## src/rtl/sdram_pkg.sv

```systemverilog
`default_nettype none
// ---------------------------------------------------------------------------
// sdram_pkg : shared SDRAM command encodings, scheduler state type and helpers
// Revision  : 1.0
// ---------------------------------------------------------------------------
package sdram_pkg;

  // {cs_n, ras_n, cas_n, we_n}
  localparam logic [3:0]  CMD_NOP          = 4'b0111;
  localparam logic [3:0]  CMD_PRECHARGE    = 4'b0010;
  localparam logic [3:0]  CMD_AUTO_REFRESH = 4'b0001;
  localparam logic [3:0]  CMD_LOAD_MODE    = 4'b0000;

  localparam logic [1:0]  BA_ALL   = 2'b11;
  localparam logic [11:0] ADDR_ALL = 12'hfff;

  typedef enum logic [3:0] {
    S_POWERUP   = 4'd0,
    S_PRE       = 4'd1,
    S_WAIT_TRP  = 4'd2,
    S_AREF      = 4'd3,
    S_WAIT_TRFC = 4'd4,
    S_MRS       = 4'd5,
    S_WAIT_MRS  = 4'd6,
    S_IDLE      = 4'd7,
    S_USER      = 4'd8
  } sched_state_t;

  function automatic int max3(input int a, input int b, input int c);
    int m;
    m = a;
    if (b > m) m = b;
    if (c > m) m = c;
    return m;
  endfunction

endpackage
`default_nettype wire

```

## src/rtl/sdram_delay_timer.sv

```systemverilog
`default_nettype none
// ---------------------------------------------------------------------------
// sdram_delay_timer : up-counter that pulses o_expire on the i_load-th enabled
//                     cycle after i_start (or reset), then wraps to zero.
// Revision  : 1.0
// ---------------------------------------------------------------------------
module sdram_delay_timer #(
  parameter int WIDTH = 4
) (
  input  logic             clk,
  input  logic             rst,
  input  logic             i_en,
  input  logic             i_start,
  input  logic [WIDTH-1:0] i_load,
  output logic             o_expire
);

  logic [WIDTH-1:0] cnt_q;
  logic [WIDTH-1:0] cnt_d;
  logic [WIDTH-1:0] w_last;

  always_comb begin
    w_last   = i_load - WIDTH'(1);
    o_expire = i_en && (cnt_q == w_last);
    cnt_d    = cnt_q;
    if (i_start || o_expire) begin
      cnt_d = '0;
    end else if (i_en) begin
      cnt_d = cnt_q + WIDTH'(1);
    end
  end

  always_ff @(posedge clk or posedge rst) begin
    if (rst) begin
      cnt_q <= '0;
    end else begin
      cnt_q <= cnt_d;
    end
  end

endmodule
`default_nettype wire

```

## src/rtl/sdram_init_refresh_scheduler.sv

```systemverilog
`default_nettype none
// ---------------------------------------------------------------------------
// sdram_init_refresh_scheduler : SDRAM power-up init, periodic auto-refresh and
//                                bus arbitration between refresh and one user.
// Revision  : 1.0
// ---------------------------------------------------------------------------
module sdram_init_refresh_scheduler
  import sdram_pkg::*;
#(
  parameter int T_POWERUP_CYC = 10000,
  parameter int T_REFI_CYC    = 780,
  parameter int TRP_CYC       = 2,
  parameter int TRFC_CYC      = 7,
  parameter int INIT_REF_NUM  = 8
) (
  input  logic        sys_clk,
  input  logic        sys_rst,
  output logic        sdram_init,
  output logic        mode_reg_en,
  input  logic        mode_reg_done,
  input  logic [3:0]  ld_cmd,
  input  logic [1:0]  ld_ba,
  input  logic [11:0] ld_addr,
  input  logic        user_req,
  output logic        user_gnt,
  input  logic        user_done,
  input  logic [3:0]  user_cmd,
  input  logic [1:0]  user_ba,
  input  logic [11:0] user_addr,
  output logic        sdram_cke,
  output logic [3:0]  sdram_cmd,
  output logic [1:0]  sdram_ba,
  output logic [11:0] sdram_addr,
  output logic        init_done,
  output logic        ref_miss
);

  localparam int WAIT_W = $clog2(max3(T_POWERUP_CYC, TRP_CYC, TRFC_CYC) + 1);
  localparam int REFI_W = $clog2(T_REFI_CYC + 1);
  localparam int AREF_W = $clog2(INIT_REF_NUM + 1);

  sched_state_t      state_q, state_d;
  logic [3:0]        own_cmd_q, own_cmd_d;
  logic [AREF_W-1:0] aref_cnt_q, aref_cnt_d;
  logic              cke_q;
  logic              init_done_q, init_done_d;
  logic              sdram_init_q, sdram_init_d;
  logic              mode_reg_en_q, mode_reg_en_d;
  logic              user_gnt_q, user_gnt_d;
  logic              ref_pending_q, ref_pending_d;
  logic              ref_miss_q, ref_miss_d;

  logic [WAIT_W-1:0] wait_load;
  logic              wait_en, wait_start, wait_expire;
  logic              refi_tick, mrs_ack, ref_clear;

  sdram_delay_timer #(.WIDTH(WAIT_W)) u_wait_timer (
    .clk      (sys_clk),
    .rst      (sys_rst),
    .i_en     (wait_en),
    .i_start  (wait_start),
    .i_load   (wait_load),
    .o_expire (wait_expire)
  );

  sdram_delay_timer #(.WIDTH(REFI_W)) u_refi_timer (
    .clk      (sys_clk),
    .rst      (sys_rst),
    .i_en     (init_done_q),
    .i_start  (mrs_ack),
    .i_load   (REFI_W'(T_REFI_CYC)),
    .o_expire (refi_tick)
  );

  always_comb begin
    mrs_ack    = (state_q == S_WAIT_MRS) && mode_reg_done;
    ref_clear  = (state_q == S_AREF) && init_done_q;
    wait_en    = (state_q == S_POWERUP) || (state_q == S_WAIT_TRP) || (state_q == S_WAIT_TRFC);
    wait_start = (state_q == S_PRE) || (state_q == S_AREF);
    case (state_q)
      S_POWERUP:  wait_load = WAIT_W'(T_POWERUP_CYC);
      S_WAIT_TRP: wait_load = WAIT_W'(TRP_CYC);
      default:    wait_load = WAIT_W'(TRFC_CYC);
    endcase
  end

  always_comb begin
    state_d     = state_q;
    aref_cnt_d  = aref_cnt_q;
    init_done_d = init_done_q;
    case (state_q)
      S_POWERUP:   if (wait_expire) state_d = S_PRE;
      S_PRE:       state_d = S_WAIT_TRP;
      S_WAIT_TRP:  if (wait_expire) state_d = S_AREF;
      S_AREF: begin
        state_d = S_WAIT_TRFC;
        if (!init_done_q) aref_cnt_d = aref_cnt_q + AREF_W'(1);
      end
      S_WAIT_TRFC: begin
        if (wait_expire) begin
          if (init_done_q)                              state_d = S_IDLE;
          else if (aref_cnt_q == AREF_W'(INIT_REF_NUM)) state_d = S_MRS;
          else                                          state_d = S_AREF;
        end
      end
      S_MRS:       state_d = S_WAIT_MRS;
      S_WAIT_MRS: begin
        if (mode_reg_done) begin
          state_d     = S_IDLE;
          init_done_d = 1'b1;
        end
      end
      // A refresh expiring this very cycle beats a user request sampled now.
      S_IDLE: begin
        if (ref_pending_q || refi_tick) state_d = S_PRE;
        else if (user_req)              state_d = S_USER;
      end
      S_USER:      if (user_done) state_d = S_IDLE;
      default:     state_d = S_POWERUP;
    endcase

    ref_pending_d = ref_pending_q;
    ref_miss_d    = ref_miss_q;
    if (refi_tick) begin
      ref_pending_d = 1'b1;
      if (ref_pending_q && !ref_clear) ref_miss_d = 1'b1;
    end else if (ref_clear) begin
      ref_pending_d = 1'b0;
    end

    sdram_init_d  = (state_d == S_MRS) || (state_d == S_WAIT_MRS);
    mode_reg_en_d = (state_d == S_MRS);
    user_gnt_d    = (state_d == S_USER);
    case (state_d)
      S_PRE:   own_cmd_d = CMD_PRECHARGE;
      S_AREF:  own_cmd_d = CMD_AUTO_REFRESH;
      default: own_cmd_d = CMD_NOP;
    endcase
  end

  always_ff @(posedge sys_clk or posedge sys_rst) begin
    if (sys_rst) begin
      state_q       <= S_POWERUP;
      own_cmd_q     <= CMD_NOP;
      aref_cnt_q    <= '0;
      cke_q         <= 1'b0;
      init_done_q   <= 1'b0;
      sdram_init_q  <= 1'b0;
      mode_reg_en_q <= 1'b0;
      user_gnt_q    <= 1'b0;
      ref_pending_q <= 1'b0;
      ref_miss_q    <= 1'b0;
    end else begin
      state_q       <= state_d;
      own_cmd_q     <= own_cmd_d;
      aref_cnt_q    <= aref_cnt_d;
      cke_q         <= 1'b1;
      init_done_q   <= init_done_d;
      sdram_init_q  <= sdram_init_d;
      mode_reg_en_q <= mode_reg_en_d;
      user_gnt_q    <= user_gnt_d;
      ref_pending_q <= ref_pending_d;
      ref_miss_q    <= ref_miss_d;
    end
  end

  always_comb begin
    case (state_q)
      S_MRS, S_WAIT_MRS: begin
        sdram_cmd  = ld_cmd;
        sdram_ba   = ld_ba;
        sdram_addr = ld_addr;
      end
      S_USER: begin
        sdram_cmd  = user_cmd;
        sdram_ba   = user_ba;
        sdram_addr = user_addr;
      end
      default: begin
        sdram_cmd  = own_cmd_q;
        sdram_ba   = BA_ALL;
        sdram_addr = ADDR_ALL;
      end
    endcase
  end

  assign sdram_cke   = cke_q;
  assign init_done   = init_done_q;
  assign sdram_init  = sdram_init_q;
  assign mode_reg_en = mode_reg_en_q;
  assign user_gnt    = user_gnt_q;
  assign ref_miss    = ref_miss_q;

endmodule
`default_nettype wire

```

## config.mk

```make
export PLATFORM = sky130hd
export DESIGN_NAME = sdram_init_refresh_scheduler
export DESIGN_NICKNAME = d
export VERILOG_FILES = /design/src/rtl/sdram_pkg.sv /design/src/rtl/sdram_delay_timer.sv /design/src/rtl/sdram_init_refresh_scheduler.sv
export SDC_FILE = /design/constraint.sdc
export NUM_CORES = 1
export LEC_CHECK = 0
export CAP_MARGIN = 20
export CORE_MARGIN = 2
export CORE_UTILIZATION = 34
export DETAILED_ROUTE_END_ITERATION = 16
export PLACE_DENSITY = 0.61
export SYNTH_ARGS = -nofsm -noshare
export SYNTH_HDL_FRONTEND = slang
export SYNTH_SLANG_ARGS = --single-unit
```

## constraint.sdc

```tcl
create_clock -name sys_clk -period 3.5 [get_ports sys_clk]
set_input_delay 0.7 -clock sys_clk [delete_from_list [all_inputs] [get_ports sys_clk]]
set_output_delay 0.7 -clock sys_clk [all_outputs]
set_load 0.03 [all_outputs]
```

==> metrics.txt, run 1 <==
DR vias/cell 4.88; floorplan core area 6830 um^2; slowest cell delay on critical path 0.67 ns; total CTS buffers 5; Synth Area per Inst slightly below 9 um^2; worst path cell trace xnor2_1 -> nor2_1 -> buf_4 -> or2_2 -> nand2_1 -> clkdlybuf4s50_1; hold path endpoint aref_cnt_q[3]; Int Power 1.31 mW; Lkg Pwr 1.35 nW; cell count after synthesis 274; Synth-to-Final Area Change 34.6%; R2R Path End sdram_init; DR WL/cell 13.0 um; Slew HR 0.522; NetSw between 1 and 1.5 mW; row count 30; Residual DRC 0; Max Slew Vio Count 0; initial core utilization 0.355; Clock Path Buffers 2; final antenna-violating net count 0; R2R setup slack around 1.1 ns; detailed-route via count about 2.1k; initial antenna violation count 0; Sw Ratio 0.441; max_cap viols 0; top cell type by total area after synthesis dfrtp_1; unrepaired setup endpoints after global routing false; Seq/Total Area, Yosys 0.435; Post-synth ARST share 1.00; antenna diode count 0; Ys Warns 0; post-route setup TNS 0 ns; FF-to-FF path depth 5; Iter 0 DRT Violations 168; Mapped Nets between 300 and 400; WHS Path Cells 1; Gate power share 0.557; Power Density between 700 and 800 nW/um^2; Detailed Routing Iterations Pass 1 4; Die W 88.5 um; CTS root buf clkbuf_8; Peak Freq 0.314 GHz; post-synth top area share 0.402; layout cells sized above 1 0.0714; final period utilization 0.910; VDD IR max about 0.30 mV; RD Place Congestion 0.833; maximum fanout along the worst path 14; CTS sink cnt 42; Cell Area, Synth 2430 um^2; H-tree Lvls 2; GRT Total Usage 0.149; largest net degree at the start of global routing 43; Critical Path Slowest Stage Cell clkdlybuf4s50_1; Seq pwr share 0.305; origin of the critical flop-to-flop path state_q[1]; EDFF count, synth 0; worst endpoint required time 2.80 ns; CTS clk-pin slew, worst paths 0.08 ns; vias in the first global route 2,017; Layout Nets 380; CTS tree yes; grt total ovfl 0; total power about 2.3 mW; worst hold start aref_cnt_q[3]; PostCTS Resize Cnt 0; # setup viols final 0; Ports 65; Clk pwr share 0.138; DP HPWL ~4.1 mm; critical path class reg -> out; Critical Path Sink Type primary output; worst hold path type reg -> reg; Synth cell types 48; # port buffers 64; Die ar. between 7000 and 8000 um^2; most frequent cells after synthesis dfrtp_1, nor2_1, nand2_1; min cycle time layout 3.19 ns; CP Launch Type flop; Synth area leaders dfrtp_1, xnor2_1, nor2_1; Post-CTS Setup Bufs 0; DIE HEIGHT 88.5 um; Most used DFF post-synth dfrtp_1; worst skew pair latency between 0.2 and 0.3 ns; Final Hold Viols 0; global-route wire length before repair 9.23 mm; status finished, final reports clean; Slew @ Worst Pin 0.713 ns; Data arrival, critical path around 2.5 ns; routed wire length between 5 and 6 mm; post-synthesis register bit count 42; worst clock skew around 0.0085 ns; Post-CTS Hold Fix Bufs 0
[through the flow]
step | setup WS [ns] | hold slack, ns | util | instance area [um^2] | instances
detailed placement | 0.640 | 0.465 | 0.464 | 3170 | 424
global route | 0.179 | 0.488 | 0.478 | 3260 | 432
CTS | 0.311 | 0.481 | 0.478 | 3260 | 432
global placement | 0.684 | 0.464 | 0.464 | 3170 | 424
floorplan | 0.868 | 0.446 | - | 2430 | 274
finish | 0.314 | 0.477 | 0.478 | 3260 | 432
[sequential cells by signal, indices dropped and copies added (netlist names)]
name,cells
mode_reg_en,1
ref_miss,1
aref_cnt_q,4
user_gnt,1
state_q,4
init_done,1
own_cmd_q,3
sdram_init,1
ref_pending_q,1
sdram_cke,1
u_refi_timer.cnt_q,10
u_wait_timer.cnt_q,14
[layout by cell type, fill, tap and decap left out, types with 7 or more instances in the layout]
cell and count:
nor2_1 39, clkdlybuf4s50_1 64, dfrtp_1 39, a22oi_1 17, nand2_1 37, xnor2_1 19, nand4_1 7, xor2_1 9
nor3_1 8, inv_1 11
[final cells by class]
cell class | instances | area, um^2
Sequential cell | 42 | 1050
Clock buffer | 7 | 86.3
Multi-Input combinational cell | 205 | 1270
Clock inverter | 1 | 5.00
Timing Repair Buffer | 70 | 686
Inverter | 11 | 41.3
Tap cell | 96 | 120
Fill cell | 667 | 3570
[power by group through the flow]
stage | clock network [mW] | logic [mW] | registers (mW)
floorplan | 0 | 0.899 | 0.686
global placement | 0 | 1.30 | 0.719
detailed placement | 0 | 1.32 | 0.725
CTS | 0.335 | 1.32 | 0.715
global route | 0.355 | 1.43 | 0.734
finish | 0.323 | 1.31 | 0.715
[logic make-up (layout without fill, tap and decap cells)]
group	count (synthesis)	count (layout)	share of synthesized area
buf+inv	27	89	0.0438
other cells	1	1	0.00155
mux	3	3	0.0124
compound gates	43	43	0.133
xor+xnor	28	28	0.101
flops	42	42	0.435
simple gates	126	126	0.253
fa+ha+maj	4	4	0.0206
[worst max path at each step]
stage | start | to | slack [ns]
CTS | state_q[1] | sdram_addr[1] | 0.31
floorplan | state_q[0] | sdram_addr[10] | 0.87
global route | state_q[1] | sdram_addr[2] | 0.18
global placement | state_q[1] | sdram_addr[9] | 0.68
detailed placement | state_q[1] | sdram_addr[1] | 0.64
finish | state_q[1] | sdram_addr[1] | 0.31
[critical path: cells and delay by family, from the launching register on]
kind	cells	cell delay, ns
xor+xnor	1	0.19
buf+inv	2	0.83
flops	1	0.61
simple gates	3	0.55
[metal layers]
layer / GRT usage / vias to the layer above / wire length, um / share of wire
met3: 0.0401 / 11 / 452 / 0.081
met2: 0.247 / 75 / 2520 / 0.45
met1: 0.188 / 953 / 2520 / 0.45
met5: 0 / - / 0 / 0
met4: 0.0565 / 0 / 109 / 0.019
li1: - / 1070 / - / -
(Power assumes the default switching activity.)
==> run 2, diff against run 1 <==
CTS_CLUSTER_DIAMETER = 60   (was unset)
==> results of run 2 <==
Final layout, timing and power as in run 1 (identical DEF).
==> patch 1, RTL diff (settings of run 2) <==
Make the reset (`rst` and `sys_rst`) synchronous in 2 clocked blocks.
--- a/src/rtl/sdram_delay_timer.sv
+++ b/src/rtl/sdram_delay_timer.sv
@@ -30,7 +30,7 @@
     end
   end
 
-  always_ff @(posedge clk or posedge rst) begin
+  always_ff @(posedge clk) begin
     if (rst) begin
       cnt_q <= '0;
     end else begin
--- a/src/rtl/sdram_init_refresh_scheduler.sv
+++ b/src/rtl/sdram_init_refresh_scheduler.sv
@@ -138,7 +138,7 @@
     endcase
   end
 
-  always_ff @(posedge sys_clk or posedge sys_rst) begin
+  always_ff @(posedge sys_clk) begin
     if (sys_rst) begin
       state_q       <= S_POWERUP;
       own_cmd_q     <= CMD_NOP;
Check against the original RTL: differs if sys_rst is asserted again (counterexample within 4 cycles, from zero or initial values and one cycle with sys_rst high); with sys_rst held inactive, the same outputs for 10 cycles.
==> patch 1 against run 2 <==
- core utilization about the same
- cell area down 8.2%
- wire length down 9.6%
- critical path depth unchanged
- area after synthesis down 9.8%
- largest cell class unchanged
- sequential cell count unchanged
- worst setup slack worse by 0.040 ns
- clock skew up 0.0039 ns
Power is not compared: it rests on default switching activity, and its combinational part moved more than twofold at a synthesized area within 25%.
==> patch 1: results (changes against run 2) <==
* Hold Startpoint: ref_miss$_SDFFE_PP0P_
* Post-detail-place hpwl at 3880 um (-6.2%)
* Critical Path AT at 2.53 ns (+0.04 ns)
* ClkCell Share at 3.17% (+0.37 points)
* Most common library cells after synthesis: nor2_1 (47), dfxtp_1 (42), nand2_1 (33)
* Die ar. at 7090 um2 (-9.4%)
* First-pass GRT wire length at 8550 um (-7.3%)
* Nonclk buf count at 69 (-1.4%)
* Vias per cell at 4.98 (+2.1%)
* Non-clk invs at 5 (-6)
* Sequential share of cell area at 28.0% (-4.3 points)
* FF-to-FF Start: state_q[2]$_SDFF_PP0_
* Post-synthesis sequential area ratio at 38.4% (-5.1 points)
* Setup Skew at 0.0123 ns (+0.00387 ns)
* Fraction of registers with async set/reset at 0% (-100 points)
* GRT Resource Usage Total at 14.6% (-0.38 points)
* Final net count at 370 (-2.6%)
* Buffering overhead at 22.6% (+1.6 points)
* Vias in the first global route at 1843 (-8.6%)
* Drt wl/cell at 12.6 um (-3.1%)
* M3 GR Usage at 3.83% (-0.18 points)
* DP Worst Slack at 0.600 ns (-0.0398 ns)
* Netlist cell types at 43 (-10%)
* Placed insts at 395 (-6.8%)
* CP max FO at 15 (+1)
* Syn avg cell area at 8.35 um2 (-5.7%)
* Count of flip-flops and latches at 42 (unchanged)
* Placed Area at 2900 um2 (-8.5%)
* Fillers at 609 (-8.7%)
* GP Congestion at 0.791 (-5.0%)
* Top_reg_cell synth: dfxtp_1
* Reg2reg setup slack at 1.20 ns (+0.14 ns)
* WHS at 0.485 ns (+0.00816 ns)
* Worst r2r dst: u_wait_timer.cnt_q[12]$_SDFFE_PP0P_
* Vias at 2008 (-4.8%)
* Hold Crit Endpoint: ref_miss$_SDFFE_PP0P_
* Worst hold path depth at 2 (+1)
* Status: finished clean
* Fraction of area in multi-input gates at 42.3% (+3.4 points)
patch 1: changes by cell type after synthesis, sizes merged, moves of 3 or more:
| cell | change |
|---|---|
| nor2 | +8 |
| nand2 | -4 |
| dfstp | -3 |
| o21ai | -3 |
| xor2 | +6 |
| dfrtp | -39 |
| and3 | +3 |
| buf | +6 |
| xnor2 | -6 |
| clkbuf | -9 |
| dfxtp | +42 |
| inv | -6 |
patch 1: worst max path at each step:
stage / to / slack (ns) / cells after the start / startpoint
2_1_floorplan: sdram_addr[0] / 1.07 / 6 / state_q[1]$_SDFF_PP0_
3_3_place_gp: sdram_addr[10] / 0.63 / 6 / state_q[2]$_SDFF_PP0_
3_5_place_dp: sdram_addr[10] / 0.60 / 6 / state_q[2]$_SDFF_PP0_
4_1_cts: sdram_addr[10] / 0.26 / 6 / state_q[2]$_SDFF_PP0_
5_1_grt: sdram_addr[10] / 0.07 / 6 / state_q[1]$_SDFF_PP0_
6_report: sdram_addr[10] / 0.27 / 6 / state_q[2]$_SDFF_PP0_
patch 1: logic make-up (layout without fill, tap and decap cells):
group | Yosys count | count (layout) | synth area share [%]
AOI/OAI and AO/OA | 41 | 41 | 15.6
xor gates and xnor gates | 28 | 28 | 11.2
adders and majority gates | 4 | 4 | 2.29
buffers and inverters | 18 | 82 | 3.89
DFF | 42 | 42 | 38.4
muxes | 3 | 3 | 1.37
and+or+nand+nor | 126 | 126 | 27.2
patch 1: power by group:
part,internal [mW],switching [mW]
Clock,0.163,0.168
Combinational,0.0455,0.0208
Sequential,0.481,0.00496
patch 1: per-layer routing:
metal	share of wire (%)	vias to the layer above
li1	-	1033
met1	47	929
met2	47	41
met3	4.6	5
met4	1.2	0
met5	0	-
==> patch 2, RTL diff (settings of run 2) <==
Made on the original files. Change the parameter `INIT_REF_NUM` from 8 to 4.
--- a/src/rtl/sdram_init_refresh_scheduler.sv
+++ b/src/rtl/sdram_init_refresh_scheduler.sv
@@ -11,7 +11,7 @@
   parameter int T_REFI_CYC    = 780,
   parameter int TRP_CYC       = 2,
   parameter int TRFC_CYC      = 7,
-  parameter int INIT_REF_NUM  = 8
+  parameter int INIT_REF_NUM  = 4
 ) (
   input  logic        sys_clk,
   input  logic        sys_rst,
Formal check against the unedited RTL: no difference found for any inputs over 10 cycles, from zero or initial values and one cycle with sys_rst high; that may be too few to reach the edited logic, so the function may still have changed.
==> patch 2 against run 2 <==
- worst setup slack worse by 0.049 ns
- wire length is 2.3% lower
- sequential power grew 3%
- area after synthesis decreased by 1.5%
- cell area shrank 1.2%
- sequential cell count down 1
- critical path type unchanged
- largest cell class unchanged
- sequential share of layout area fell by 0.37 points
- register-to-register slack improved by 0.11 ns
- power increased by 8.9%
- combinational power rose by 15%
==> patch 2: results (changes against run 2) <==
* CTS max path bufs at 2 (unchanged)
* Final net count at 368 (-3.2%)
* Setup Skew at 0.00815 ns (-0.000301 ns)
* Netlist cell types at 46 (-4.2%)
* Postcts setup bufs at 0 (unchanged)
* Xor/xnor share of the synthesized area at 9.53% (-0.57 points)
* First-pass GRT wire length at 9000 um (-2.4%)
* CTS resizes at 0 (unchanged)
* Drt wl/cell at 13.0 um (+0.49%)
* Post-synthesis sequential area ratio at 43.1% (-0.36 points)
* Clock Pin Slew Worst Setup and Hold Paths at 0.08 ns (about the same)
* Int Pwr at 1.39 mW (+6.3%)
* Port bufs at 64 (unchanged)
* Synth warn at 0 (unchanged)
* Setup_tns at 0 ns (unchanged)
* CP startpoint: state_q[1]$_DFF_PP0_
* Layout cells sized above 1 at 7.41% (+0.26 points)
* CP max FO at 15 (+1)
* Vias at 2057 (-2.5%)
* Leakage at 1.33 nW (-1.5%)
* FF-to-FF Start: u_refi_timer.cnt_q[4]$_DFFE_PP0P_
* Largest regs: u_wait_timer.cnt_q x14, u_refi_timer.cnt_q x10, state_q x4
* Most common library cells after synthesis: dfrtp_1 (38), nor2_1 (36), nand2_1 (31)
* Fraction of registers with async set/reset at 100% (unchanged)
* Ant diodes at 0 (unchanged)
* Drt pass-1 iters at 4 (unchanged)
* Skew-Pair Late Insertion Delay at 0.29 ns (about the same)
* Compound-Gate Fraction of Synth Area at 11.9% (-1.4 points)
* Hold Path Class: reg2reg
* Mux contribution to synthesized area at 1.68% (+0.44 points)
* Synth area leaders: dfrtp_1 (40%), xnor2_1 (6.6%), a22oi_1 (6.0%)
* H-tree levels at 2 (unchanged)
* Max reg flops at 14 (unchanged)
* Post-detail-place hpwl at 4050 um (-2.0%)
* Worst slew margin at 64.7% (+13 points)
* Worst hold path depth at 1 (unchanged)
* Reg2reg setup slack at 1.17 ns (+0.11 ns)
* Hold Startpoint: ref_miss$_DFFE_PP0P_
* Critical Path AT at 2.54 ns (+0.05 ns)
* Vias in the first global route at 1951 (-3.3%)
* R2R cell count at 5 (unchanged)
* GRT Resource Usage Total at 14.9% (-0.056 points)
* Fillers at 655 (-1.8%)
* Hold Crit Endpoint: ref_miss$_DFFE_PP0P_
* Number of buffers created by CTS at 5 (unchanged)
* GP Congestion at 0.798 (-4.2%)
* Worst vdd ir at 0.246 mV (-18%)
* Largest net degree at the start of global routing at 42 (-2.3%)
* Initial antenna violation count at 0 (unchanged)
* Synthesized Nets at 306 (-4.1%)
* DP Worst Slack at 0.566 ns (-0.0734 ns)
* Adder-Cell Fraction of Synth Area at 2.10% (+0.032 points)
* Worst r2r dst: own_cmd_q[0]$_DFF_PP1_
* Status: finished clean
* Initial DRC Count at 103 (-39%)
-- patch 2: changes by cell type after synthesis, moves of 3 or more --
| cell | before | now |
|---|---|---|
| inv_1 | 11 | 5 |
| nor4_1 | 3 | 6 |
| nor3_1 | 8 | 3 |
| nor4bb_1 | 0 | 3 |
| nor2_1 | 39 | 36 |
| nand2_1 | 37 | 31 |
-- patch 2: metrics by stage --
stage / instance area (um2) / hold slack, ns / power (mW) / instances
6_report: 3220 / 0.482 / 2.55 / 420
5_1_grt: 3220 / 0.503 / 2.75 / 420
4_1_cts: 3220 / 0.489 / 2.58 / 420
3_5_place_dp: 3130 / 0.467 / 2.26 / 412
3_3_place_gp: 3130 / 0.465 / 2.24 / 412
2_1_floorplan: 2390 / 0.467 / 1.75 / 261
-- patch 2: how the worst max path moves through the flow --
stage               slack [ns]  depth (start not counted)        endpoint
finish                    0.26                          5     sdram_ba[0]
floorplan                 0.95                          6  sdram_addr[11]
CTS                       0.25                          5    sdram_cmd[0]
detailed placement        0.57                          5    sdram_cmd[0]
global route              0.04                          5     sdram_ba[0]
global placement          0.60                          5    sdram_cmd[0]
-- patch 2: area by class of cell --
type                            count  area, um2  share of cell area (%)
Multi-Input combinational cell    200       1280                    39.7
Sequential cell                    41       1030                    31.9
Tap cell                           96        120                    3.73
Inverter                            5       18.8                   0.582
Clock buffer                        8       90.1                    2.79
Timing Repair Buffer               70        686                    21.3
-- patch 2: power groups by stage --
stage	sequential, mW	clock, mW	combinational (mW)
after CTS	0.731	0.327	1.52
after global placement	0.736	0	1.51
after detailed placement	0.740	0	1.52
after global routing	0.757	0.350	1.64
final	0.733	0.315	1.50
after floorplan	0.689	0	1.06
-- patch 2: layer usage --
layer,vias up,GRT usage (%),wire (um)
li1,1035,-,-
met1,950,18.4,2560
met2,66,24.4,2450
met3,6,4.81,397
met4,0,5.31,65
met5,-,0,0
-- patch 2: cells by family (layout without fill, tap and decap cells) --
group / after synthesis / after routing
buffers and inverters: 20 / 83
AOI/OAI and AO/OA: 40 / 40
DFF: 41 / 41
and+or+nand+nor: 125 / 125
adders and majority gates: 4 / 4
muxes: 4 / 4
xor gates and xnor gates: 26 / 26
other: 1 / 1
-- patch 2: critical path: stages (launching register included) --
cell             delay [ns]
dfrtp_1                0.56
nor4b_4                0.54
buf_4                  0.29
a22oi_1                0.11
nand2_1                0.07
clkdlybuf4s50_1        0.67
